<file path="src/rtl/pp_pkg.sv">
// Shared types, default frequency limits and the saturating step helpers
// used by the push-pull frequency controller.
package pp_pkg;

  typedef enum logic [1:0] {IDLE, STEP, HOLD, REPEAT} pp_state_e;

  localparam int unsigned FREQ_MIN_DEF  = 1000;
  localparam int unsigned FREQ_MAX_DEF  = 32767;
  localparam int unsigned FREQ_INIT_DEF = 15110;

  // 17-bit sum so a step near the top of the 16-bit range cannot wrap
  function automatic logic [15:0] freq_up(input logic [15:0] work,
                                          input logic [15:0] step,
                                          input logic [15:0] fmax);
    logic [16:0] sum;
    sum = {1'b0, work} + {1'b0, step};
    return (sum > {1'b0, fmax}) ? fmax : sum[15:0];
  endfunction

  // signed difference so a step below zero clamps instead of underflowing
  function automatic logic [15:0] freq_dn(input logic [15:0] work,
                                          input logic [15:0] step,
                                          input logic [15:0] fmin);
    logic signed [17:0] diff;
    diff = $signed({2'b00, work}) - $signed({2'b00, step});
    return (diff < $signed({2'b00, fmin})) ? fmin : diff[15:0];
  endfunction

endpackage

</file>
<file path="src/rtl/btn_debounce.sv">
// Two-flop synchronizer followed by a debounce counter; the level output
// flips only after DEBOUNCE_CYC consecutive samples that disagree with it.
module btn_debounce #(
  parameter int unsigned DEBOUNCE_CYC = 250000
) (
  input  logic clk,
  input  logic rst_n,
  input  logic btn,
  output logic level
);

  localparam int unsigned     CW     = $clog2(DEBOUNCE_CYC + 1);
  localparam logic [CW-1:0]   CNT_TC = CW'(DEBOUNCE_CYC - 1);

  logic          sync1;
  logic          sync2;
  logic [CW-1:0] cnt;

  always_ff @(posedge clk or negedge rst_n) begin
    if (!rst_n) begin
      sync1 <= 1'b0;
      sync2 <= 1'b0;
      cnt   <= '0;
      level <= 1'b0;
    end else begin
      sync1 <= btn;
      sync2 <= sync1;
      if (sync2 != level) begin
        if (cnt == CNT_TC) begin
          level <= sync2;
          cnt   <= '0;
        end else begin
          cnt <= cnt + 1'b1;
        end
      end else begin
        cnt <= '0;
      end
    end
  end

endmodule

</file>
<file path="src/rtl/pp_freq_ctrl.sv">
// Push-pull frequency controller: two debounced buttons step a saturating
// frequency word with auto-repeat, offered to the generator over valid/ready.
//   state  | meaning
//   IDLE   | no accepted press; waiting for a lone debounced rising edge
//   STEP   | apply one step (single cycle)
//   HOLD   | button held, counting down the auto-repeat delay
//   REPEAT | button held, stepping every REPEAT_RATE_CYC cycles
module pp_freq_ctrl
  import pp_pkg::*;
#(
  parameter int unsigned DEBOUNCE_CYC     = 250000,
  parameter int unsigned REPEAT_DELAY_CYC = 12500000,
  parameter int unsigned REPEAT_RATE_CYC  = 2500000,
  parameter int unsigned FREQ_MIN         = FREQ_MIN_DEF,
  parameter int unsigned FREQ_MAX         = FREQ_MAX_DEF,
  parameter int unsigned FREQ_STEP        = 100,
  parameter int unsigned FREQ_INIT        = FREQ_INIT_DEF
) (
  input  logic        clk,
  input  logic        rst_n,
  input  logic        BTN_freq_UP,
  input  logic        BTN_freq_DOWN,
  output logic [15:0] cfg_freq,
  output logic        cfg_valid,
  input  logic        cfg_ready,
  output logic        LED_limit
);

  localparam logic [31:0] DELAY_LD = 32'(REPEAT_DELAY_CYC - 2);
  localparam logic [31:0] RATE_LD  = 32'(REPEAT_RATE_CYC - 1);
  localparam logic [15:0] F_MIN    = 16'(FREQ_MIN);
  localparam logic [15:0] F_MAX    = 16'(FREQ_MAX);
  localparam logic [15:0] F_STEP   = 16'(FREQ_STEP);
  localparam logic [15:0] F_INIT   = 16'(FREQ_INIT);

  logic        up_lvl, dn_lvl, up_prev, dn_prev;
  logic        up_rise, dn_rise, held, both;
  logic        dir_up, dir_nxt, step_en;
  logic [31:0] tmr, tmr_nxt;
  logic [15:0] work;
  pp_state_e   state, state_nxt;

  btn_debounce #(.DEBOUNCE_CYC(DEBOUNCE_CYC)) u_db_up (
    .clk(clk), .rst_n(rst_n), .btn(BTN_freq_UP), .level(up_lvl)
  );

  btn_debounce #(.DEBOUNCE_CYC(DEBOUNCE_CYC)) u_db_dn (
    .clk(clk), .rst_n(rst_n), .btn(BTN_freq_DOWN), .level(dn_lvl)
  );

  assign up_rise = up_lvl & ~up_prev;
  assign dn_rise = dn_lvl & ~dn_prev;
  assign held    = dir_up ? up_lvl : dn_lvl;
  assign both    = up_lvl & dn_lvl;

  always_ff @(posedge clk or negedge rst_n) begin
    if (!rst_n) begin
      state   <= IDLE;
      tmr     <= '0;
      dir_up  <= 1'b0;
      up_prev <= 1'b0;
      dn_prev <= 1'b0;
    end else begin
      state   <= state_nxt;
      tmr     <= tmr_nxt;
      dir_up  <= dir_nxt;
      up_prev <= up_lvl;
      dn_prev <= dn_lvl;
    end
  end

  always_comb begin
    state_nxt = state;
    tmr_nxt   = tmr;
    dir_nxt   = dir_up;
    step_en   = 1'b0;
    case (state)
      IDLE: begin
        // a rise while the other button is down counts as a double press
        if (up_rise && !dn_lvl) begin
          state_nxt = STEP;
          dir_nxt   = 1'b1;
        end else if (dn_rise && !up_lvl) begin
          state_nxt = STEP;
          dir_nxt   = 1'b0;
        end
      end
      STEP: begin
        step_en   = 1'b1;
        tmr_nxt   = DELAY_LD;
        state_nxt = HOLD;
      end
      HOLD: begin
        if (!held || both) begin
          state_nxt = IDLE;
          tmr_nxt   = '0;
        end else if (tmr == '0) begin
          state_nxt = REPEAT;
        end else begin
          tmr_nxt = tmr - 1'b1;
        end
      end
      REPEAT: begin
        if (!held || both) begin
          state_nxt = IDLE;
          tmr_nxt   = '0;
        end else if (tmr == '0) begin
          step_en = 1'b1;
          tmr_nxt = RATE_LD;
        end else begin
          tmr_nxt = tmr - 1'b1;
        end
      end
      default: begin
        state_nxt = IDLE;
        tmr_nxt   = '0;
      end
    endcase
  end

  always_ff @(posedge clk or negedge rst_n) begin
    if (!rst_n) begin
      work      <= F_INIT;
      cfg_freq  <= F_INIT;
      cfg_valid <= 1'b1;
      LED_limit <= 1'b0;
    end else begin
      if (step_en) begin
        work <= dir_up ? freq_up(work, F_STEP, F_MAX) : freq_dn(work, F_STEP, F_MIN);
      end
      // a pending offer is held until accepted; later steps coalesce into one re-offer
      if (cfg_valid && cfg_ready) begin
        cfg_valid <= 1'b0;
      end else if (!cfg_valid && (work != cfg_freq)) begin
        cfg_freq  <= work;
        cfg_valid <= 1'b1;
      end
      LED_limit <= (work == F_MIN) || (work == F_MAX);
    end
  end

endmodule

</file>
<file path="config.mk">
export PLATFORM = sky130hd
export DESIGN_NAME = pp_freq_ctrl
export DESIGN_NICKNAME = d
export VERILOG_FILES = /design/src/rtl/pp_pkg.sv /design/src/rtl/btn_debounce.sv /design/src/rtl/pp_freq_ctrl.sv
export SDC_FILE = /design/constraint.sdc
export NUM_CORES = 1
export LEC_CHECK = 0
export ABC_AREA = 1
export CAP_MARGIN = 5
export CORE_ASPECT_RATIO = 1.5
export CORE_MARGIN = 3
export CORE_UTILIZATION = 41
export CTS_BUF_LIST = sky130_fd_sc_hd__clkbuf_8 sky130_fd_sc_hd__clkbuf_16
export DETAILED_ROUTE_END_ITERATION = 16
export GPL_TIMING_DRIVEN = 1
export PLACE_DENSITY = 0.64
export RECOVER_POWER = 100
export SLEW_MARGIN = 20
export SYNTH_ARGS = -nofsm -noshare
export SYNTH_HDL_FRONTEND = slang
export SYNTH_SLANG_ARGS = --single-unit
</file>
<file path="constraint.sdc">
create_clock -name clk -period 4.9 [get_ports clk]
set_input_delay 1.47 -clock clk [delete_from_list [all_inputs] [get_ports clk]]
set_output_delay 1.47 -clock clk [all_outputs]
set_load 0.03 [all_outputs]
</file>
# Word level (Yosys, flattened, before mapping)
# Index checks and enable logic that the tools add are counted.
# totals
register_bits	113
latch_bits	0
mem_bits_rw	0
mem_bits_ro	0
input_bits	5
out_inout_bits	18
word_cells	91
memories	0
# classes
addsub	5
n_mul	0
n_div	0
n_lt_le_gt_ge	2
eq_ne	14
shift	0
n_mux	26
n_bitwise	6
reduce_logical	21
# op_table
operator	n
2-to-1 mux 32 bit	4
case mux 32 bit (3 select lines)	1
2-to-1 mux 18 bit	4
2-to-1 mux 16 bit	3
adder 18 x 1 -> 18 bit (second input constant)	2
equality test 18 bit (second input constant)	2
logical NOT 32 bit	1
subtractor 32 x 1 -> 32 bit (second input constant)	1
adder 16 x 7 -> 17 bit (second input constant)	1
greater-than comparator 17 x 15 -> 1 bit (second input constant)	1
< comparator 17 x 11 -> 1 bit (second input constant)	1
subtractor 16 x 7 -> 17 bit (second input constant)	1
equality test 16 x 10 -> 1 bit (second input constant)	1
equality test 16 x 15 -> 1 bit (second input constant)	1
!= test 16 bit	1
2-to-1 mux 2 bit	5
AND reduction 2 bit	5
!= test 3 bit (second input constant)	3
case mux 2 bit (4 select lines)	1
2-to-1 mux 1 bit	7
equality test 2 bit (second input constant)	2
logical AND 1 bit	4
logical NOT 1 bit	4
nonzero test 2 bit	2
10 further kinds	16

# Depth between registers and ports, before layout
# logic_depth
ltp_word	6
ltp_mapped	16
mapped_depth_nobuf	15

# By module
# From an unflattened synthesis, not the netlist that was laid out.
# unflattened
hier_cells	986
hier_area_um2	7297.0
# modules_own_cells
module	instances	cells_per_inst	area_each_um2	seq_area_each_um2
pp_freq_ctrl	1	700	5024.8	1795.5
btn_debounce	2	143	1136.1	525.5

# Least setup slack after synthesis
# Ideal clock, no wire load.
# synth_timing
path_type	reg2out
from	register cfg_freq[11]
to	output cfg_freq[11]
arrival_ps	613
required_ps	3430
slack_ps	2817
path_stages_with_launch	1
n_path_buf	0
cell_sequence	dfstp_2
# synth_lines
item	line_no	text
start, declared	pp_freq_ctrl.sv:23	output logic [15:0] cfg_freq,
start signal, assigned	pp_freq_ctrl.sv:135	cfg_freq <= work;
# No word-level cell between the ends.

==> flow_metrics.env <==
export IMPL_outcome="finished, violations left"
export IMPL_violations="max-capacitance violations, max-slew violations"
export IMPL_clockPowerShare_pct=55.9
export IMPL_critPathLaunchType="input port"
export IMPL_ios=23
export IMPL_crit_path_end_kind="async pin"
export IMPL_p_comb_share_pct=1.6
export IMPL_grt_start_max_net_pins=66
export IMPL_grt_pass1_vias=6154
export IMPL_cts_root_buf="clkbuf_16"
export IMPL_worst_hold_path_type="reg2reg"
export IMPL_worstHoldEndpoint="u_db_dn.sync2$_DFF_PN0_"
export IMPL_switchingPower_mw=0.503
export IMPL_reg2regPathDepth=11
export IMPL_drv_slew=66
export IMPL_grt_ovfl_total=0
export IMPL_clock_path_buffers=2
export IMPL_synth_ff_type="dfrtp_1"
export IMPL_gp_congestion=0.883
export IMPL_core_area_um2=16400
export IMPL_crit_buf_inv=2
export IMPL_rsz0062_at_grt="no"
export IMPL_mostFrequentLayoutCell="nand2_1"
export IMPL_yosys_warnings=0
export IMPL_cpPeakStageDelay_ps=1120
export IMPL_critPathTopFamily="buffers and inverters"
export IMPL_layout_cells_non_filler=1188
export IMPL_clkLatencyLatePin_ps=420
export IMPL_cp_max_fo=65
export IMPL_antenna_found_initial=0
export IMPL_slew_headroom_pct=-6.86
export IMPL_rows=57
export IMPL_num_nets_final=981
export IMPL_r2r_end="tmr[17]$_DFFE_PN0P_"
export IMPL_die_y_um=165
export IMPL_cts_sinks=113
export IMPL_whs_path_depth=0
export IMPL_post_route_period_util_pct=69.8
export IMPL_routedWlPerCell_um=13.7
export IMPL_worstSetupPathType="in2async"
export IMPL_io_buffers=22
export IMPL_worstReg2RegStart="dir_up$_DFFE_PN0P_"
export IMPL_setup_tns_ps=0
export IMPL_power_density_nw_per_um2=283
export IMPL_cts_buffers=17
export IMPL_cts_hold_repair_buffers=0
export IMPL_die_x_um=112
export IMPL_synthesis_nets=958
export IMPL_drcViolationCount=0
export IMPL_fin_skew_ps=11.3
export IMPL_antenna_left=0
export IMPL_crit_required_ps=5200
export IMPL_swShare_pct=22.7
export IMPL_first_pass_iters=5
export IMPL_synth_distinct_cells=49
export IMPL_async_flop_share_pct=100
export IMPL_cts_setup_buffers=0
export IMPL_cap_viol_max_count=1
export IMPL_internal_power_mw=1.72
export IMPL_path_clk_slew_ps=50
export IMPL_min_from="u_db_dn.sync1$_DFF_PN0_"
export IMPL_avgViaCountPerCell=5.20
export IMPL_syn_inst=946
export IMPL_dpl_cell_count=1156
export IMPL_final_layout_size_suffix_gt1_share_pct=10.5
export IMPL_n_antenna_cell=0
export IMPL_dieArea_um2=18600
export IMPL_cts_tree="done"
export IMPL_drt_initial_drc_count=366
export IMPL_setup_viol=0
export IMPL_worst_slew_pin_slew_ps=1600
export IMPL_yosysSeqAreaShare_pct=41.0
export IMPL_ys_seq_elements=113
export IMPL_max_freq_ghz=0.293
export IMPL_synth_edf_count=0
export IMPL_dpl_cell_area_um2=7310
export IMPL_area_growth_pct=12.7
export IMPL_cp_arrival_ps=3720
export IMPL_seq_power_share_pct=42.6
export IMPL_hpwlAfterDp_mm=11.9
export IMPL_synth_area_um2=6950
export IMPL_cp_slowest_cell="clkbuf_2"
export IMPL_grt_total_usage_pct=18.7
export IMPL_final_cell_mix="235 x nand2_1, 130 x nor2_1, 108 x inv_1"
export IMPL_grt_pass1_wl_mm=28.6
export IMPL_syn_avg_cell_area_um2=7.35
export IMPL_cts_htree_levels=4
export IMPL_crit_chain="clkbuf_2 > clkbuf_1"
export IMPL_rrSetupSlack_ps=1560
export IMPL_start_util_pct=42.4
export IMPL_routed_wl_mm=16.3
export IMPL_vdd_drop_max_uv=161
export IMPL_hold_viol=0
export IMPL_design_area_um2=7830
export IMPL_via_count=6174
export IMPL_p_leak_nw=3.91
export IMPL_fillers=1672
export IMPL_cts_repair_resized=0
export IMPL_layout_min_cycle_time_ps=3420
==> metrics by stage <==
| step | worst slack, ps | utilization, % | hold WS, ps | total power [mW] |
|---|---|---|---|---|
| global route | 919 | 47.7 | 358 | 2.29 |
| finish | 1480 | 47.7 | 347 | 2.22 |
| detailed placement | 2230 | 44.6 | 337 | 0.999 |
| CTS | 1780 | 48.2 | 350 | 2.25 |
| global placement | 2240 | 44.6 | 337 | 0.998 |
| floorplan | 2820 | - | 331 | 0.971 |
==> cell type report <==
cell class                      instances  area (um^2)  share of cell area [%]
Multi-Input combinational cell        691         3450                    44.0
Sequential cell                       113         2850                    36.3
Inverter                              122          460                    5.88
Clock buffer                           18          439                    5.61
Tap cell                              206          258                    3.29
Timing Repair Buffer                   24          223                    2.84
Clock inverter                         14          158                    2.01
==> metal layers <==
metal,part of all wire [%],track usage (%),up-vias
li1,-,-,3096
met1,43,22.1,2908
met2,50,32.8,120
met3,2.9,3.24,50
met4,3.7,8.97,0
met5,0,0,-
==> registers in the layout, indices dropped and copies added, names as in the netlist <==
signal         flops
LED_limit          1
cfg_freq          16
cfg_valid          1
dir_up             1
dn_prev            1
state              2
tmr               32
u_db_dn.cnt       18
u_db_dn.level      1
u_db_dn.sync1      1
u_db_dn.sync2      1
u_db_up.cnt       18
u_db_up.level      1
u_db_up.sync1      1
u_db_up.sync2      1
up_prev            1
work              16
==> cell usage after synthesis (3+ instances only) <==
cell type	instances	area, um^2
nor3_2	6	60.1
xnor2_1	10	87.6
nor3_1	31	155
nor2_2	10	62.6
nor3b_1	4	30.0
dfstp_2	15	394
nor2_4	6	67.6
buf_4	3	22.5
clkbuf_1	3	11.3
o21ai_1	8	40.0
inv_2	15	56.3
nand3_1	56	280
or2_2	6	37.5
dfrtp_1	98	2450
buf_6	4	45.0
a21oi_1	23	115
xor2_1	26	228
nor4_1	12	75.1
inv_1	105	394
nand2_1	229	860
buf_2	9	45.0
ha_1	7	87.6
a22oi_1	3	22.5
nand2_2	14	87.6
a31oi_1	3	18.8
o21ai_0	47	235
nand3b_1	8	60.1
nand4_1	21	131
nor2_1	129	484
nand3_2	7	70.1
o21a_1	3	22.5
o22ai_1	3	18.8
==> logic make-up (layout without fill, tap and decap cells) <==
kind of cell,count (synthesis),in the layout,share of synthesized area (%)
AOI/OAI and AO/OA,101,101,8.12
xor gates and xnor gates,36,36,4.54
adders and majority gates,7,7,1.26
buffers and inverters,142,178,8.48
DFF,113,113,41.0
muxes,1,1,0.162
and+or+nand+nor,546,546,36.5
==> power by group through the flow <==
stage | clock network (mW) | logic [mW] | registers, mW
global placement | 0 | 0.0379 | 0.960
global route | 1.30 | 0.0422 | 0.944
detailed placement | 0 | 0.0386 | 0.960
CTS | 1.26 | 0.0387 | 0.944
finish | 1.24 | 0.0350 | 0.944
floorplan | 0 | 0.0119 | 0.959
==> worst max-delay path by stage <==
stage	slack (ps)	cells after the start	endpoint	start
after floorplan	2820	0	cfg_freq[11]	cfg_freq[11]$_DFFE_PN1P_
after global placement	2240	1	cfg_freq[9]	cfg_freq[9]$_DFFE_PN1P_
after detailed placement	2230	1	cfg_freq[13]	cfg_freq[13]$_DFFE_PN1P_
after CTS	1780	1	cfg_freq[13]	cfg_freq[13]$_DFFE_PN1P_
after global routing	920	2	tmr[8]$_DFFE_PN0P_	rst_n
final	1480	2	tmr[1]$_DFFE_PN0P_	rst_n
(Power assumes the default switching activity.)
